==> config.mk <==
export PLATFORM = sky130hd
export DESIGN_NAME = alu_cmd_driver
export DESIGN_NICKNAME = d
export VERILOG_FILES = /design/src/rtl/alu_cmd_driver.sv
export SDC_FILE = /design/constraint.sdc
export NUM_CORES = 1
export LEC_CHECK = 0
export CAP_MARGIN = 20
export CORE_MARGIN = 3
export CORE_UTILIZATION = 44
export DETAILED_ROUTE_END_ITERATION = 10
export HOLD_SLACK_MARGIN = 0.08
export PLACE_DENSITY_LB_ADDON = 0.25
export SLEW_MARGIN = 10
export SYNTH_ARGS = -nofsm -noshare
export SYNTH_HDL_FRONTEND = slang
export SYNTH_SLANG_ARGS = --single-unit
==> constraint.sdc <==
create_clock -name clk -period 2.4 [get_ports clk]
set_input_delay 0.48 -clock clk [delete_from_list [all_inputs] [get_ports clk]]
set_output_delay 0.48 -clock clk [all_outputs]
set_load 0.02 [all_outputs]
==> src/rtl/alu_cmd_driver.sv <==
// Command driver for the top_alu_interface button/switch protocol: loads operand A, operand B
// and the opcode through timed btn_set/btn_select pulses, then samples the ALU result.
module alu_cmd_driver #(
    parameter int NB_OP      = 6,
    parameter int NB_DATA    = 8,
    parameter int PULSE_LEN  = 2,
    parameter int GAP_LEN    = 2,
    parameter int SETTLE_LEN = 4
) (
    input  logic               clk,
    input  logic               i_reset,
    input  logic               i_start,
    input  logic [NB_DATA-1:0] i_op_a,
    input  logic [NB_DATA-1:0] i_op_b,
    input  logic [NB_OP-1:0]   i_opcode,
    input  logic [NB_DATA-1:0] i_leds,
    output logic [NB_DATA-1:0] o_switches,
    output logic               o_btn_set,
    output logic               o_btn_select,
    output logic [NB_DATA-1:0] o_result,
    output logic               o_done,
    output logic               o_busy
);

    localparam int CNT_MAX0 = (PULSE_LEN > GAP_LEN) ? PULSE_LEN : GAP_LEN;
    localparam int CNT_MAX  = (CNT_MAX0 > SETTLE_LEN) ? CNT_MAX0 : SETTLE_LEN;
    localparam int CNT_W    = (CNT_MAX > 1) ? $clog2(CNT_MAX) : 1;

    localparam logic [CNT_W-1:0] CNT_ZERO   = CNT_W'(0);
    localparam logic [CNT_W-1:0] CNT_ONE    = CNT_W'(1);
    localparam logic [CNT_W-1:0] PULSE_CNT  = CNT_W'(PULSE_LEN - 1);
    localparam logic [CNT_W-1:0] GAP_CNT    = CNT_W'(GAP_LEN - 1);
    localparam logic [CNT_W-1:0] SETTLE_CNT = CNT_W'(SETTLE_LEN - 1);

    typedef enum logic [3:0] {
        ST_IDLE, ST_LOAD, ST_SETUP, ST_SET_PULSE, ST_SET_GAP,
        ST_SEL_PULSE, ST_SEL_GAP, ST_SETTLE, ST_CAPTURE, ST_DONE
    } state_t;

    typedef enum logic [1:0] {PH_A, PH_B, PH_OP} phase_t;

    state_t             state_r, state_s;
    phase_t             phase_r, phase_s;
    logic [CNT_W-1:0]   cnt_r, cnt_s;
    logic [NB_DATA-1:0] op_a_r, op_b_r;
    logic [NB_OP-1:0]   opcode_r;
    logic [NB_DATA-1:0] switches_r, switches_s, phase_value_s;
    logic               btn_set_r, btn_set_s;
    logic               btn_select_r, btn_select_s;
    logic [NB_DATA-1:0] result_r;
    logic               done_r, done_s;
    logic               busy_r, busy_s;

    // Next-state sequencing; each timed state holds for its programmed length via cnt.
    always_comb begin
        state_s = state_r;
        phase_s = phase_r;
        cnt_s   = cnt_r;
        case (state_r)
            ST_IDLE: begin
                if (i_start) begin
                    state_s = ST_LOAD;
                end else begin
                    state_s = ST_IDLE;
                end
            end
            ST_LOAD: state_s = ST_SETUP;
            ST_SETUP: begin
                state_s = ST_SET_PULSE;
                cnt_s   = PULSE_CNT;
            end
            ST_SET_PULSE: begin
                if (cnt_r == CNT_ZERO) begin
                    state_s = ST_SET_GAP;
                    cnt_s   = GAP_CNT;
                end else begin
                    cnt_s = cnt_r - CNT_ONE;
                end
            end
            ST_SET_GAP: begin
                if (cnt_r == CNT_ZERO) begin
                    state_s = ST_SEL_PULSE;
                    cnt_s   = PULSE_CNT;
                end else begin
                    cnt_s = cnt_r - CNT_ONE;
                end
            end
            ST_SEL_PULSE: begin
                if (cnt_r == CNT_ZERO) begin
                    state_s = ST_SEL_GAP;
                    cnt_s   = GAP_CNT;
                end else begin
                    cnt_s = cnt_r - CNT_ONE;
                end
            end
            ST_SEL_GAP: begin
                if (cnt_r != CNT_ZERO) begin
                    cnt_s = cnt_r - CNT_ONE;
                end else if (phase_r == PH_OP) begin
                    // The OP select pulse has already wrapped the interface back to operand A.
                    state_s = ST_SETTLE;
                    cnt_s   = SETTLE_CNT;
                    phase_s = PH_A;
                end else begin
                    state_s = ST_SETUP;
                    phase_s = (phase_r == PH_A) ? PH_B : PH_OP;
                end
            end
            ST_SETTLE: begin
                if (cnt_r == CNT_ZERO) begin
                    state_s = ST_CAPTURE;
                end else begin
                    cnt_s = cnt_r - CNT_ONE;
                end
            end
            ST_CAPTURE: state_s = ST_DONE;
            ST_DONE:    state_s = ST_IDLE;
            default: begin
                state_s = ST_IDLE;
                phase_s = PH_A;
                cnt_s   = CNT_ZERO;
            end
        endcase
    end

    // Output values for the upcoming state, so the registered outputs line up with it.
    always_comb begin
        case (phase_s)
            PH_A:    phase_value_s = op_a_r;
            PH_B:    phase_value_s = op_b_r;
            PH_OP:   phase_value_s = NB_DATA'(opcode_r);
            default: phase_value_s = op_a_r;
        endcase
        if (state_s == ST_SETUP) begin
            switches_s = phase_value_s;
        end else begin
            switches_s = switches_r;
        end
        btn_set_s    = (state_s == ST_SET_PULSE);
        btn_select_s = (state_s == ST_SEL_PULSE);
        busy_s       = (state_s != ST_IDLE) && (state_s != ST_LOAD) && (state_s != ST_DONE);
        done_s       = (state_s == ST_DONE);
    end

    // State, command latch and registered outputs.
    always_ff @(posedge clk) begin
        if (i_reset) begin
            state_r      <= ST_IDLE;
            phase_r      <= PH_A;
            cnt_r        <= CNT_ZERO;
            op_a_r       <= {NB_DATA{1'b0}};
            op_b_r       <= {NB_DATA{1'b0}};
            opcode_r     <= {NB_OP{1'b0}};
            switches_r   <= {NB_DATA{1'b0}};
            btn_set_r    <= 1'b0;
            btn_select_r <= 1'b0;
            result_r     <= {NB_DATA{1'b0}};
            done_r       <= 1'b0;
            busy_r       <= 1'b0;
        end else begin
            state_r      <= state_s;
            phase_r      <= phase_s;
            cnt_r        <= cnt_s;
            switches_r   <= switches_s;
            btn_set_r    <= btn_set_s;
            btn_select_r <= btn_select_s;
            done_r       <= done_s;
            busy_r       <= busy_s;
            if (state_r == ST_IDLE && i_start) begin
                op_a_r   <= i_op_a;
                op_b_r   <= i_op_b;
                opcode_r <= i_opcode;
            end
            if (state_r == ST_CAPTURE) begin
                result_r <= i_leds;
            end
        end
    end

    assign o_switches   = switches_r;
    assign o_btn_set    = btn_set_r;
    assign o_btn_select = btn_select_r;
    assign o_result     = result_r;
    assign o_done       = done_r;
    assign o_busy       = busy_r;

endmodule

==> metrics.log <==
[metrics] run status: complete, no violations
[metrics] Final Wtd Congestion: 0.912
[metrics] I/O Buffers: 52
[metrics] Critical Path Fanout Max: 16
[metrics] Post-Synthesis Cell Area: 0.00225 mm^2
[metrics] Area Growth Syn to Fin: 30.6%
[metrics] half-perimeter wire length after detailed placement: 3770 um
[metrics] maximum number of pins on one net before global-route repair: 44
[metrics] total internal power: 1.27 mW
[metrics] total length of routed wires: 5520 um
[metrics] worst vdd ir: 320 uV
[metrics] setup repair after global routing missed its margin: false
[metrics] synthesized instance count: 287
[metrics] Avg Inst Size Synth: 7.85 um^2
[metrics] relative contribution of combinational cells to total power: 0.222
[metrics] Clk network pwr share: 0.269
[metrics] sequential fraction of the synthesis area: 0.444
[metrics] net switching fraction of the power: 0.300
[metrics] static power due to leakage: 1.00 nW
[metrics] Final Instance Count excl. Fillers: 404
[metrics] setup TNS: 0 ps
[metrics] Placed Instances: 396
[metrics] Max-slew headroom: 0.609
[metrics] path class of the lowest-slack min-delay path: reg -> reg
[metrics] number of fill cells: 443
[metrics] transition time at the pin with the least slew margin: 587 ps
[metrics] Die W: 77.5 um
[metrics] Die Ht: 77.5 um
[metrics] critical path capture point: o_switches[2]
[metrics] antenna violations before repair: 0
[metrics] clk_skew: 2.89 ps
[metrics] Vias/cell: 5.25
[metrics] Power Dens Cells: 617 mW/mm^2
[metrics] Tcrit/Tclk final: 0.889
[metrics] CTS Buf Count: 5
[metrics] shortest period the worst path allows: 2130 ps
[metrics] clock input transition at the sequential cells of the worst setup and hold paths: 90 ps
[metrics] element type at the critical path start: register
[metrics] Clock Root Buffer: clkbuf_8
[metrics] startpoint of the lowest-slack register-to-register path: state_r[3]
[metrics] core area: 0.00485 mm^2
[metrics] number of remaining DRC errors: 0
[metrics] Final Slew Violations: 0
[metrics] Final Hold Fails: 0
[metrics] H-tree lvl count: 2
[metrics] first-pass GRT wire length: 9150 um
[metrics] Synthesis Warnings: 0
[metrics] crit path from: state_r[3]
[metrics] sequential cell fraction of total power: 0.509
[metrics] number of clock sinks: 50
[metrics] CTS Buffer Depth: 2
[metrics] type of the worst setup path: reg -> reg
[metrics] effective utilization at floorplan: 0.465
[metrics] detailed router's first-iteration violation count: 81
[metrics] DIE AREA: 0.00601 mm^2
[metrics] num ports: 53
[metrics] total power draw: 1.81 mW
[metrics] site row count: 25
[metrics] buffers inserted by post-CTS timing repair: 0
[metrics] final setup violation count: 0
[metrics] highest clock rate: 469 MHz
[metrics] Final Net Count: 374
[metrics] Detail Route Antenna Nets: 0
[metrics] Worst R2R Setup Slack: 270 ps
[metrics] CP Capture Type: register
[metrics] Worst-Skew Late Latency: 300 ps
[metrics] fraction of final layout cells sized beyond drive strength 1: 0.0682
[metrics] routed wire length per instance: 13.7 um
[metrics] max_cap viols: 0
[metrics] Total GRT Usage: 0.188
[metrics] first-pass detailed-route iteration total: 4
[metrics] Synthesized Nets: 325
[metrics] # diodes: 0
[metrics] routed via count: 2122
[metrics] total of flip-flops plus latches after synthesis: 50
[metrics] Final Hold Slack: 459 ps
[metrics] grt total ovfl: 0
[metrics] switching power summed over all nets: 0.545 mW
[metrics] arrival time of the worst setup path: 2370 ps
[metrics] number of global-route vias before repair: 2115
[metrics] CTS tree: done
[metrics] Crit Reg-Reg Endpoint: o_switches[2]
[metrics] number of distinct library cells after synthesis: 39
[metrics] number of cells on the worst reg-to-reg path: 9
[metrics] required time of the critical path: 2630 ps
-- metrics by stage --
stage	util	cell area (um^2)	setup WS, ps
floorplan	-	2250	134
global placement	0.585	2840	223
detailed placement	0.585	2840	143
CTS	0.603	2920	85.6
global route	0.606	2940	53.2
finish	0.606	2940	266
-- area by class of cell --
type                    count  area [um^2]  area share
inverters                   4         15.0     0.00511
clock inverters             2         13.8     0.00468
clock buffers               6         72.6      0.0247
multi-input cells         214         1160       0.396
repair buffers             61          588       0.200
well taps                  67         83.8      0.0285
flip-flops and latches     50         1000       0.341
-- worst max-delay path, cell delays in order, from the launching register on --
cell       delay, ps
dfxtp_1          420
or3_1            400
o2bb2ai_1        180
a32o_1           210
inv_1             90
ha_4             350
nand2_1           80
o21ai_0           80
nand3_1          100
a21oi_1          160
-- layer usage --
| metal | wire (um) | track usage |
|---|---|---|
| met1 | 2440 | 0.220 |
| met4 | 132 | 0.0943 |
| met5 | 0 | 0 |
| met2 | 2740 | 0.322 |
| met3 | 216 | 0.0394 |
-- cell usage after synthesis, drive strengths merged --
master	number	area share
nor2	10	0.017
nand2	83	0.14
o2bb2ai	2	0.0078
or3	3	0.0083
ha	5	0.028
a32oi	1	0.0039
nor3	7	0.018
a311o	1	0.0044
inv	4	0.0067
dfxtp	50	0.44
nand3	6	0.013
nand2b	3	0.0083
mux2i	1	0.0044
a21o	1	0.0033
nor4bb	1	0.011
o221ai	1	0.0039
and2	2	0.0056
or2	2	0.0056
o21a	2	0.0067
o21ai	16	0.036
and3b	1	0.0039
a2111oi	1	0.012
buf	6	0.017
a211oi	1	0.0033
a21oi	43	0.096
a22oi	8	0.027
a32o	2	0.0089
or4	1	0.0033
nand3b	1	0.0033
a21boi	1	0.0033
a211o	1	0.0039
clkbuf	13	0.022
nor2b	5	0.014
a2111o	1	0.0050
a21bo	1	0.0044
-- worst min-delay path by stage --
stage                   to  depth (start not counted)         from  slack [ps]
2_1_floorplan  opcode_r[0]                          2  opcode_r[0]         440
3_3_place_gp   opcode_r[3]                          2  opcode_r[3]         440
3_5_place_dp   opcode_r[2]                          2  opcode_r[2]         450
4_1_cts        opcode_r[2]                          2  opcode_r[2]         460
5_1_grt          op_b_r[2]                          2    op_b_r[2]         490
6_report       opcode_r[0]                          2  opcode_r[0]         460
-- power groups by stage --
| stage | Combinational (mW) | Clock [mW] | Sequential [mW] |
|---|---|---|---|
| detailed placement | 0.400 | 0 | 0.942 |
| global placement | 0.391 | 0 | 0.941 |
| finish | 0.402 | 0.488 | 0.924 |
| CTS | 0.401 | 0.503 | 0.923 |
| floorplan | 0.241 | 0 | 0.946 |
| global route | 0.443 | 0.540 | 0.933 |
-- registers in the layout, indices dropped and copies added, names as in the netlist --
signal and flops:
opcode_r 6, o_btn_set 1, o_switches 8, o_btn_select 1, op_a_r 8, o_done 1
op_b_r 8, o_busy 1, cnt_r 2, state_r 4, o_result 8, phase_r 2
-- what timing repair did --
action	in CTS	in global routing
setup endpoints to repair	0	8
hold endpoints to repair	0	0
gates resized for setup	0	4
hold buffers	0	0
-- logic make-up (layout without fill, tap and decap cells) --
kind of cell             count (synthesis)  after routing  synth area share
AND/OR/NAND/NOR                        125            125             0.249
AO/OA/AOI/OAI                           83             83             0.229
flip-flops                              50             50             0.444
buffers and inverters                   23             73            0.0450
adder cells (fa/ha/maj)                  5              5            0.0278
multiplexers                             1              1           0.00444
-- placed cells by master, fill, tap and decap left out, types with 2 or more instances in the layout --
cell	synthesis	layout
a21oi_1	43	43
a22oi_1	8	8
a32o_1	2	2
and2_1	2	2
buf_4	1	9
clkbuf_8	0	5
clkdlybuf4s50_1	0	52
dfxtp_1	50	49
ha_1	5	3
inv_1	4	4
nand2_1	83	83
nand2b_1	3	3
nand3_1	6	6
nor2_1	10	10
nor2b_1	5	5
nor3_1	6	6
o21a_1	2	2
o21ai_0	16	16
o2bb2ai_1	2	2
or2_1	2	2
or3_1	3	3
(Power assumes the default switching activity.)
